==> src/rtl/rv_hazard_pkg.sv <==
// Shared definitions for the execute-stage hazard logic: forwarding select codes,
// the multi-cycle sequencer state type and the operand-forwarding select function.
package rv_hazard_pkg;

  localparam logic [1:0] FWD_RF  = 2'b00;
  localparam logic [1:0] FWD_WB  = 2'b01;
  localparam logic [1:0] FWD_MEM = 2'b10;

  typedef enum logic {
    MC_IDLE = 1'b0,
    MC_BUSY = 1'b1
  } mc_state_t;

  // The younger result (M) wins over W; x0 is hard-wired zero and never forwarded.
  function automatic logic [1:0] fwd_sel(input logic [4:0] rs,
                                         input logic       wr_m,
                                         input logic [4:0] rd_m,
                                         input logic       wr_w,
                                         input logic [4:0] rd_w);
    logic [1:0] sel;
    sel = FWD_RF;
    if (wr_m && (rd_m != 5'd0) && (rd_m == rs))
      sel = FWD_MEM;
    else if (wr_w && (rd_w != 5'd0) && (rd_w == rs))
      sel = FWD_WB;
    return sel;
  endfunction

endpackage

==> src/rtl/mc_stall_sequencer.sv <==
// Holds a multi-cycle EX op in E: the op occupies EX for MC_LATENCY cycles,
// of which the first MC_LATENCY-1 assert McStall.
module mc_stall_sequencer
  import rv_hazard_pkg::*;
#(
  parameter int MC_LATENCY = 4
) (
  input  logic clk,
  input  logic rst,
  input  logic MultiCycleE,
  input  logic PCSrcE,
  output logic McStall
);

  localparam int CW = $clog2(MC_LATENCY + 1);
  // The IDLE cycle that accepts the op is the first stall; MC_BUSY supplies the rest.
  localparam logic [CW-1:0] CNT_START = CW'((MC_LATENCY > 2) ? (MC_LATENCY - 3) : 0);

  mc_state_t     state;
  logic [CW-1:0] cnt;
  logic          start;

  assign start   = (state == MC_IDLE) && MultiCycleE && !PCSrcE && (MC_LATENCY > 1);
  assign McStall = start || (state == MC_BUSY);

  always_ff @(posedge clk) begin
    if (rst) begin
      state <= MC_IDLE;
      cnt   <= '0;
    end else begin
      case (state)
        MC_IDLE: begin
          if (start && (MC_LATENCY > 2)) begin
            state <= MC_BUSY;
            cnt   <= CNT_START;
          end
        end
        MC_BUSY: begin
          if (cnt == '0)
            state <= MC_IDLE;
          else
            cnt <= cnt - 1'b1;
        end
        default: state <= MC_IDLE;
      endcase
    end
  end

endmodule

==> src/rtl/ex_hazard_controller.sv <==
// Execute-stage hazard control: operand forwarding selects, load-use and multi-cycle
// stalls, branch-redirect flushes, and stall/flush performance counters.
module ex_hazard_controller
  import rv_hazard_pkg::*;
#(
  parameter int MC_LATENCY = 4,
  parameter int CNT_W      = 32
) (
  input  logic             clk,
  input  logic             rst,
  input  logic [4:0]       Rs1_D,
  input  logic [4:0]       Rs2_D,
  input  logic [4:0]       Rs1_E,
  input  logic [4:0]       Rs2_E,
  input  logic [4:0]       RD_E,
  input  logic             ResultSrcE,
  input  logic             MultiCycleE,
  input  logic             PCSrcE,
  input  logic [4:0]       RD_M,
  input  logic             RegWriteM,
  input  logic [4:0]       RD_W,
  input  logic             RegWriteW,
  output logic [1:0]       ForwardA_E,
  output logic [1:0]       ForwardB_E,
  output logic             StallF,
  output logic             StallD,
  output logic             StallE,
  output logic             FlushD,
  output logic             FlushE,
  output logic             BubbleM,
  output logic             BusyE,
  output logic [CNT_W-1:0] StallCnt,
  output logic [CNT_W-1:0] FlushCnt
);

  logic mc_stall;
  logic load_use;

  mc_stall_sequencer #(.MC_LATENCY(MC_LATENCY)) u_mc_seq (
    .clk        (clk),
    .rst        (rst),
    .MultiCycleE(MultiCycleE),
    .PCSrcE     (PCSrcE),
    .McStall    (mc_stall)
  );

  assign ForwardA_E = fwd_sel(Rs1_E, RegWriteM, RD_M, RegWriteW, RD_W);
  assign ForwardB_E = fwd_sel(Rs2_E, RegWriteM, RD_M, RegWriteW, RD_W);

  assign load_use = ResultSrcE && (RD_E != 5'd0) && ((RD_E == Rs1_D) || (RD_E == Rs2_D));

  // Redirect beats the multi-cycle hold, which beats load-use (E is not advancing).
  assign StallF  = !PCSrcE && (mc_stall || load_use);
  assign StallD  = StallF;
  assign StallE  = !PCSrcE && mc_stall;
  assign BubbleM = StallE;
  assign FlushD  = PCSrcE;
  assign FlushE  = PCSrcE || (!mc_stall && load_use);
  assign BusyE   = mc_stall;

  always_ff @(posedge clk) begin
    if (rst) begin
      StallCnt <= '0;
      FlushCnt <= '0;
    end else begin
      StallCnt <= StallCnt + CNT_W'(StallF);
      FlushCnt <= FlushCnt + CNT_W'(PCSrcE);
    end
  end

endmodule

==> config.mk <==
export PLATFORM = sky130hd
export DESIGN_NAME = ex_hazard_controller
export DESIGN_NICKNAME = d
export VERILOG_FILES = /design/src/rtl/rv_hazard_pkg.sv /design/src/rtl/mc_stall_sequencer.sv /design/src/rtl/ex_hazard_controller.sv
export SDC_FILE = /design/constraint.sdc
export NUM_CORES = 1
export LEC_CHECK = 0
export ABC_AREA = 1
export BUFFER_PORTS_ARGS = -buffer_cell sky130_fd_sc_hd__buf_2
export CAP_MARGIN = 15
export CORE_MARGIN = 10
export CORE_UTILIZATION = 50
export DETAILED_ROUTE_END_ITERATION = 10
export PLACE_DENSITY_LB_ADDON = 0.08
export SETUP_SLACK_MARGIN = 0.5
export SYNTH_ARGS = -nofsm -noshare
export SYNTH_HDL_FRONTEND = slang
export SYNTH_SLANG_ARGS = --single-unit
==> constraint.sdc <==
create_clock -name clk -period 3.45 [get_ports clk]
set_input_delay 0.345 -clock clk [delete_from_list [all_inputs] [get_ports clk]]
set_output_delay 0.345 -clock clk [all_outputs]
set_load 0.01 [all_outputs]
### After elaboration in Yosys (flattened, before gate mapping)

Cells that the tools add are included.

* flip-flop bits (word level): 68
* bits in latches: 0
* bits in writable memories: 0
* word-level logic and storage cells: 50
* ROM bits: 0
* input bits: 42
* memories kept: 0
* output and inout port bits: 75

* mux-type cells: 10
* divide/modulo/power cells: 0
* shift operators: 0
* bitwise operators: 1
* add/sub/neg operators: 3
* reduce and logical (&&, ||, !) cells: 24
* multipliers: 0
* equal/unequal tests: 8
* $lt $le $gt $ge: 0

Operator list (number)
* $add 32x1->32: 2
* $eq 5x5->1: 6
* $reduce_bool 5->1: 3
* $logic_and 1x1->1: 13
* $mux 3: 2
* $pmux 3 s2: 1
* $logic_or 1x1->1: 4
* $mux 1: 4
* $mux 2: 2
* $logic_not 3->1: 1
* $sub 3x1->3 const B: 1
* $logic_not 1->1: 2
* $ne 2x1->1 const B: 1
* $ne 2x2->1 const B: 1
* $pmux 1 s2: 1
* $reduce_and 2->1: 1
* $not 1->1: 1

### Logic depth before layout (Yosys ltp)

* depth in word-level cells: 7
* mapped depth: 19
* mapped depth without buffers: 19

### Modules after synthesis

From an unflattened synthesis, not the netlist that was laid out.

* cells, all modules: 642
* area, all modules: 4140.2 um2

By module, submodules not included
* ex_hazard_controller: area an instance 3937.5 um2, sequential area each 1281.2 um2, cells an instance 615, instances 1
* mc_stall_sequencer: area an instance 202.7 um2, sequential area each 80.1 um2, cells an instance 27, instances 1

### Least setup slack after synthesis

OpenSTA, ideal clock, no wires.

* path type: input to register
* from: input MultiCycleE
* to: register StallCnt[20]
* buffers on the path: 0
* required time: 3337 ps
* arrival: 2291 ps
* stages: 17
* slack: 1046 ps
* setup time: 113 ps
* cell sequence: inv_1 -> o21ai_0 -> inv_1 -> nor2_1 -> inv_1 -> nand2_1 -> ha_1 -> ha_1 -> nand2_1 -> nor2_2 -> nand2_2 -> inv_2 -> nand2_2 -> nor2_2 -> nand2_1 -> nand2_1 -> nor2_1

* word-level cells in the longest chain between the ends: 6

RTL lines
* start: declaration: line ex_hazard_controller.sv:17 `input logic MultiCycleE,`
* $logic_and 1x1->1 (2 in a row): line mc_stall_sequencer.sv:23 `assign start = (state == MC_IDLE) && MultiCycleE && !PCSrcE && (MC_LATENCY > 1);`
* $logic_or 1x1->1: line mc_stall_sequencer.sv:24 `assign McStall = start || (state == MC_BUSY);`
* net BusyE: line ex_hazard_controller.sv:31 `output logic BusyE,`
* $logic_or 1x1->1: line ex_hazard_controller.sv:53 `assign StallF = !PCSrcE && (mc_stall || load_use);`
* $logic_and 1x1->1: line ex_hazard_controller.sv:53
* net StallD: line ex_hazard_controller.sv:26 `output logic StallD,`
* $add 32x1->32: line ex_hazard_controller.sv:66 `StallCnt <= StallCnt + CNT_W'(StallF);`
* end signal: assignment: line ex_hazard_controller.sv:66
* end: declaration: line ex_hazard_controller.sv:32 `output logic [CNT_W-1:0] StallCnt,`

The timed path passes the listed nets, and every way through them passes these cells.
A chain may end at the register's enable or synchronous reset.

### Worst setup path in the final report

* from: register u_mc_seq.state
* to: register StallCnt[14]

* word-level cells in the longest chain between the ends: 7

RTL lines
* start: declaration: line mc_stall_sequencer.sv:19 `mc_state_t state;`
* start signal: assignment: line mc_stall_sequencer.sv:28 `state <= MC_IDLE;`
* start signal: assignment: line mc_stall_sequencer.sv:34 `state <= MC_BUSY;`
* start signal: assignment: line mc_stall_sequencer.sv:40 `state <= MC_IDLE;`
* $not 1->1: line mc_stall_sequencer.sv:23
* $logic_and 1x1->1 (2 in a row): line mc_stall_sequencer.sv:23
* $logic_or 1x1->1 *: line mc_stall_sequencer.sv:24
* $logic_or 1x1->1 *: line ex_hazard_controller.sv:53
* $logic_and 1x1->1 *: line ex_hazard_controller.sv:53
* $add 32x1->32 *: line ex_hazard_controller.sv:66

Every way passes the cells marked *; elsewhere a longest branch is shown, timed or not.

==> impl_metrics.ini <==
[timing]
whs_ns = 0.399
worstMarginPinSlew_ns = 0.997
fin_crit_ns = 2.22
fin_crit_sh_pct = 64.4
fmax_mhz = 450
finalHoldViolCount = 0
slew_violations = 0
fin_skew_ns = 0.00916
setup_violations = 0
setup_slack_ns = 1.23
rsz0062_at_grt = false
slew_headroom_pct = 33.4
setup-tns-final_ns = 0

[worst_setup_path]
rr_worst_depth = 14
critPathMaxFanout = 6
crit_arrival_ns = 2.51
slowest_delay_ns = 0.35
crit_family = simple AND/OR/NAND/NOR gates
path_cells = inv_1 -> o21ai_0 -> inv_1 -> nor2_1 -> inv_1 -> nand2_1 -> ha_1 -> ha_1 -> nand2_1 -> nor2_2 -> nand2_1 -> nor2_4 -> o21ai_0 -> a21oi_1
endpoint_kind = register
start_kind = register
cp_num_buf_inv = 3
critPathKind = reg -> reg
cp_slowest_cell = dfxtp_1
r2r_start = u_mc_seq.state
path_depth = 14
r2r-end = StallCnt[14]
rrSetupSlack_ns = 1.23
critPathRequiredTime_ns = 3.74

[global_routing]
antenna_found_initial = 0
grt_max_degree = 39
grt_overflow = 0
grt_pass1_vias = 4262
track_usage_pct = 18.5
grt_pass1_wl_um = 19700

[status]
status = finished, final reports clean

[drt]
viasPerCell = 4.96
remaining_drc_errors = 0
dr.pass1.iters = 4
wl_per_cell_um = 13.2
routed_wirelength_um = 11500
initialDrtViolationCount = 203
vias = 4324
drtAntennaViolNets = 0

[yosys]
synth_top_cell_by_area = dfxtp_1
synth-edff-count = 0
avgSynthCellArea_sq_um = 6.44
synthFlopType = dfxtp_1
seq_area_frac_synth_pct = 32.8
synthTopCellsByArea = dfxtp_1 (33%), nand2_1 (17%), nor2_1 (10%), inv_1 (5.7%), a21oi_1 (5.1%)
yosys_warnings = 0
synth_common_cells = nand2_1 (184), nor2_1 (110), dfxtp_1 (68), inv_1 (63), a21oi_1 (42)
async_reset_ff_share_pct = 0
synth_seq_cells = 68
synth.top_cell.area_share_pct = 32.8
synth_cell_types = 27
synth_area_sq_um = 4150
syn_inst = 644
synth_most_common_cell = nand2_1
syn_nets = 692

[floorplanning]
io_pins = 117
core_area_sq_um = 8130
die_h_um = 111
start_util_pct = 51.0
fp.dieArea_sq_um = 12300
rows = 33
die_x_um = 111

[clock_tree]
clkLatencyLatePin_ns = 0.36
postCtsHoldBufs = 0
cts_buffers = 9
cts_max_level = 3
cts.sinks = 68
post_cts_buffers = 0
clockBufferDepth = 2
cts-root-buf = clkbuf_8
cts_tree = done
path_clk_slew_ns = 0.08
cts_resized = 0

[hold_path]
min_path_cells = 4
whs_endpoint = FlushCnt[0]
min_from = PCSrcE
hp-class = in -> reg

[job]
cap_viol_max_count = 0

[finish]
area_growth_pct = 21.6
n_antenna_cell = 0
fin_nets = 810
drive_gt1_share_pct = 23.7

[place]
gp_congestion = 0.858
io_buffers = 116
dp_slack_ns = 1.05
hpwlAfterDp_um = 9140

[power_and_ir_drop]
pwr_density_cell_nw_per_um2 = 336
vdd.ir_drop.worst_uv = 256
p_leak_nw = 2.11
==> worst reg2reg max path, delay by kind of cell (launching register included) <==
kind	cells	cell delay [ns]
buffers and inverters	3	0.21
flip-flops	1	0.35
adder cells (fa/ha/maj)	2	0.36
AND/OR/NAND/NOR	6	0.82
AO/OA/AOI/OAI	3	0.40
==> flip-flops by register name, indices dropped and copies added, names as in the netlist <==
name / cells
u_mc_seq.state: 1
FlushCnt: 32
u_mc_seq.cnt: 3
StallCnt: 32
==> where the power goes <==
part | switching, mW | total [mW] | internal (mW)
Clock | 0.319 | 0.744 | 0.425
Combinational | 0.0870 | 0.152 | 0.0648
Sequential | 0.00411 | 0.796 | 0.792
==> how the worst max path moves through the flow <==
stage	startpoint	endpoint	slack, ns
after floorplan	MultiCycleE	StallCnt[20]	1.05
after global placement	PCSrcE	StallCnt[20]	1.16
after detailed placement	PCSrcE	StallCnt[14]	1.05
after CTS	u_mc_seq.state	StallCnt[14]	1.24
after global routing	u_mc_seq.state	StallCnt[20]	0.93
final	u_mc_seq.state	StallCnt[14]	1.23
==> area by class of cell <==
type                            instances  area [sq um]
Clock buffer                           10           138
Fill cell                             765          3090
Sequential cell                        68          1360
Clock inverter                          6          87.6
Tap cell                              105           131
Inverter                               70           263
Multi-Input combinational cell        496          2470
Timing Repair Buffer                  117           588
==> metrics by stage <==
| stage | area [sq um] | total power [mW] | cells | utilization, % |
|---|---|---|---|---|
| final | 5040 | 1.69 | 872 | 62.0 |
| after global routing | 5040 | 1.76 | 872 | 62.0 |
| after CTS | 5040 | 1.71 | 872 | 62.0 |
| after detailed placement | 4820 | 0.966 | 856 | 59.2 |
| after global placement | 4820 | 0.961 | 856 | 59.2 |
| after floorplan | 4150 | 0.905 | 644 | - |
==> cell families after synthesis <==
| kind of cell | share of synthesized area [%] |
|---|---|
| and+or+nand+nor | 42.4 |
| xor gates and xnor gates | 6.55 |
| buffers and inverters | 7.54 |
| DFF | 32.8 |
| AOI/OAI and AO/OA | 8.84 |
| adders and majority gates | 1.81 |
==> layer usage <==
metal	global-route usage [%]	share of wire, %
met4	4.80	0.94
met5	0	0
met3	5.30	5.7
met1	20.8	43
met2	33.3	51
==> cell usage in the layout, fill, tap and decap left out, types with 2 or more instances in the layout <==
cell type   count
o21ai_0        18
a21oi_1        42
nand3_1        22
nand3b_1       17
nand4_1         3
nor2_2         16
nand2_2        11
o21a_1          5
nor2_4         14
buf_2         116
ha_1            6
xor2_1         13
inv_2           7
clkbuf_8       10
inv_1          63
o21ai_1         4
clkinvlp_4      3
nand2_1       184
xnor2_1        18
dfxtp_1        68
nor2_1        110
bufinv_16       2
nor3_1          8
nor3b_1         2
Power figures use the tool's default switching activity.
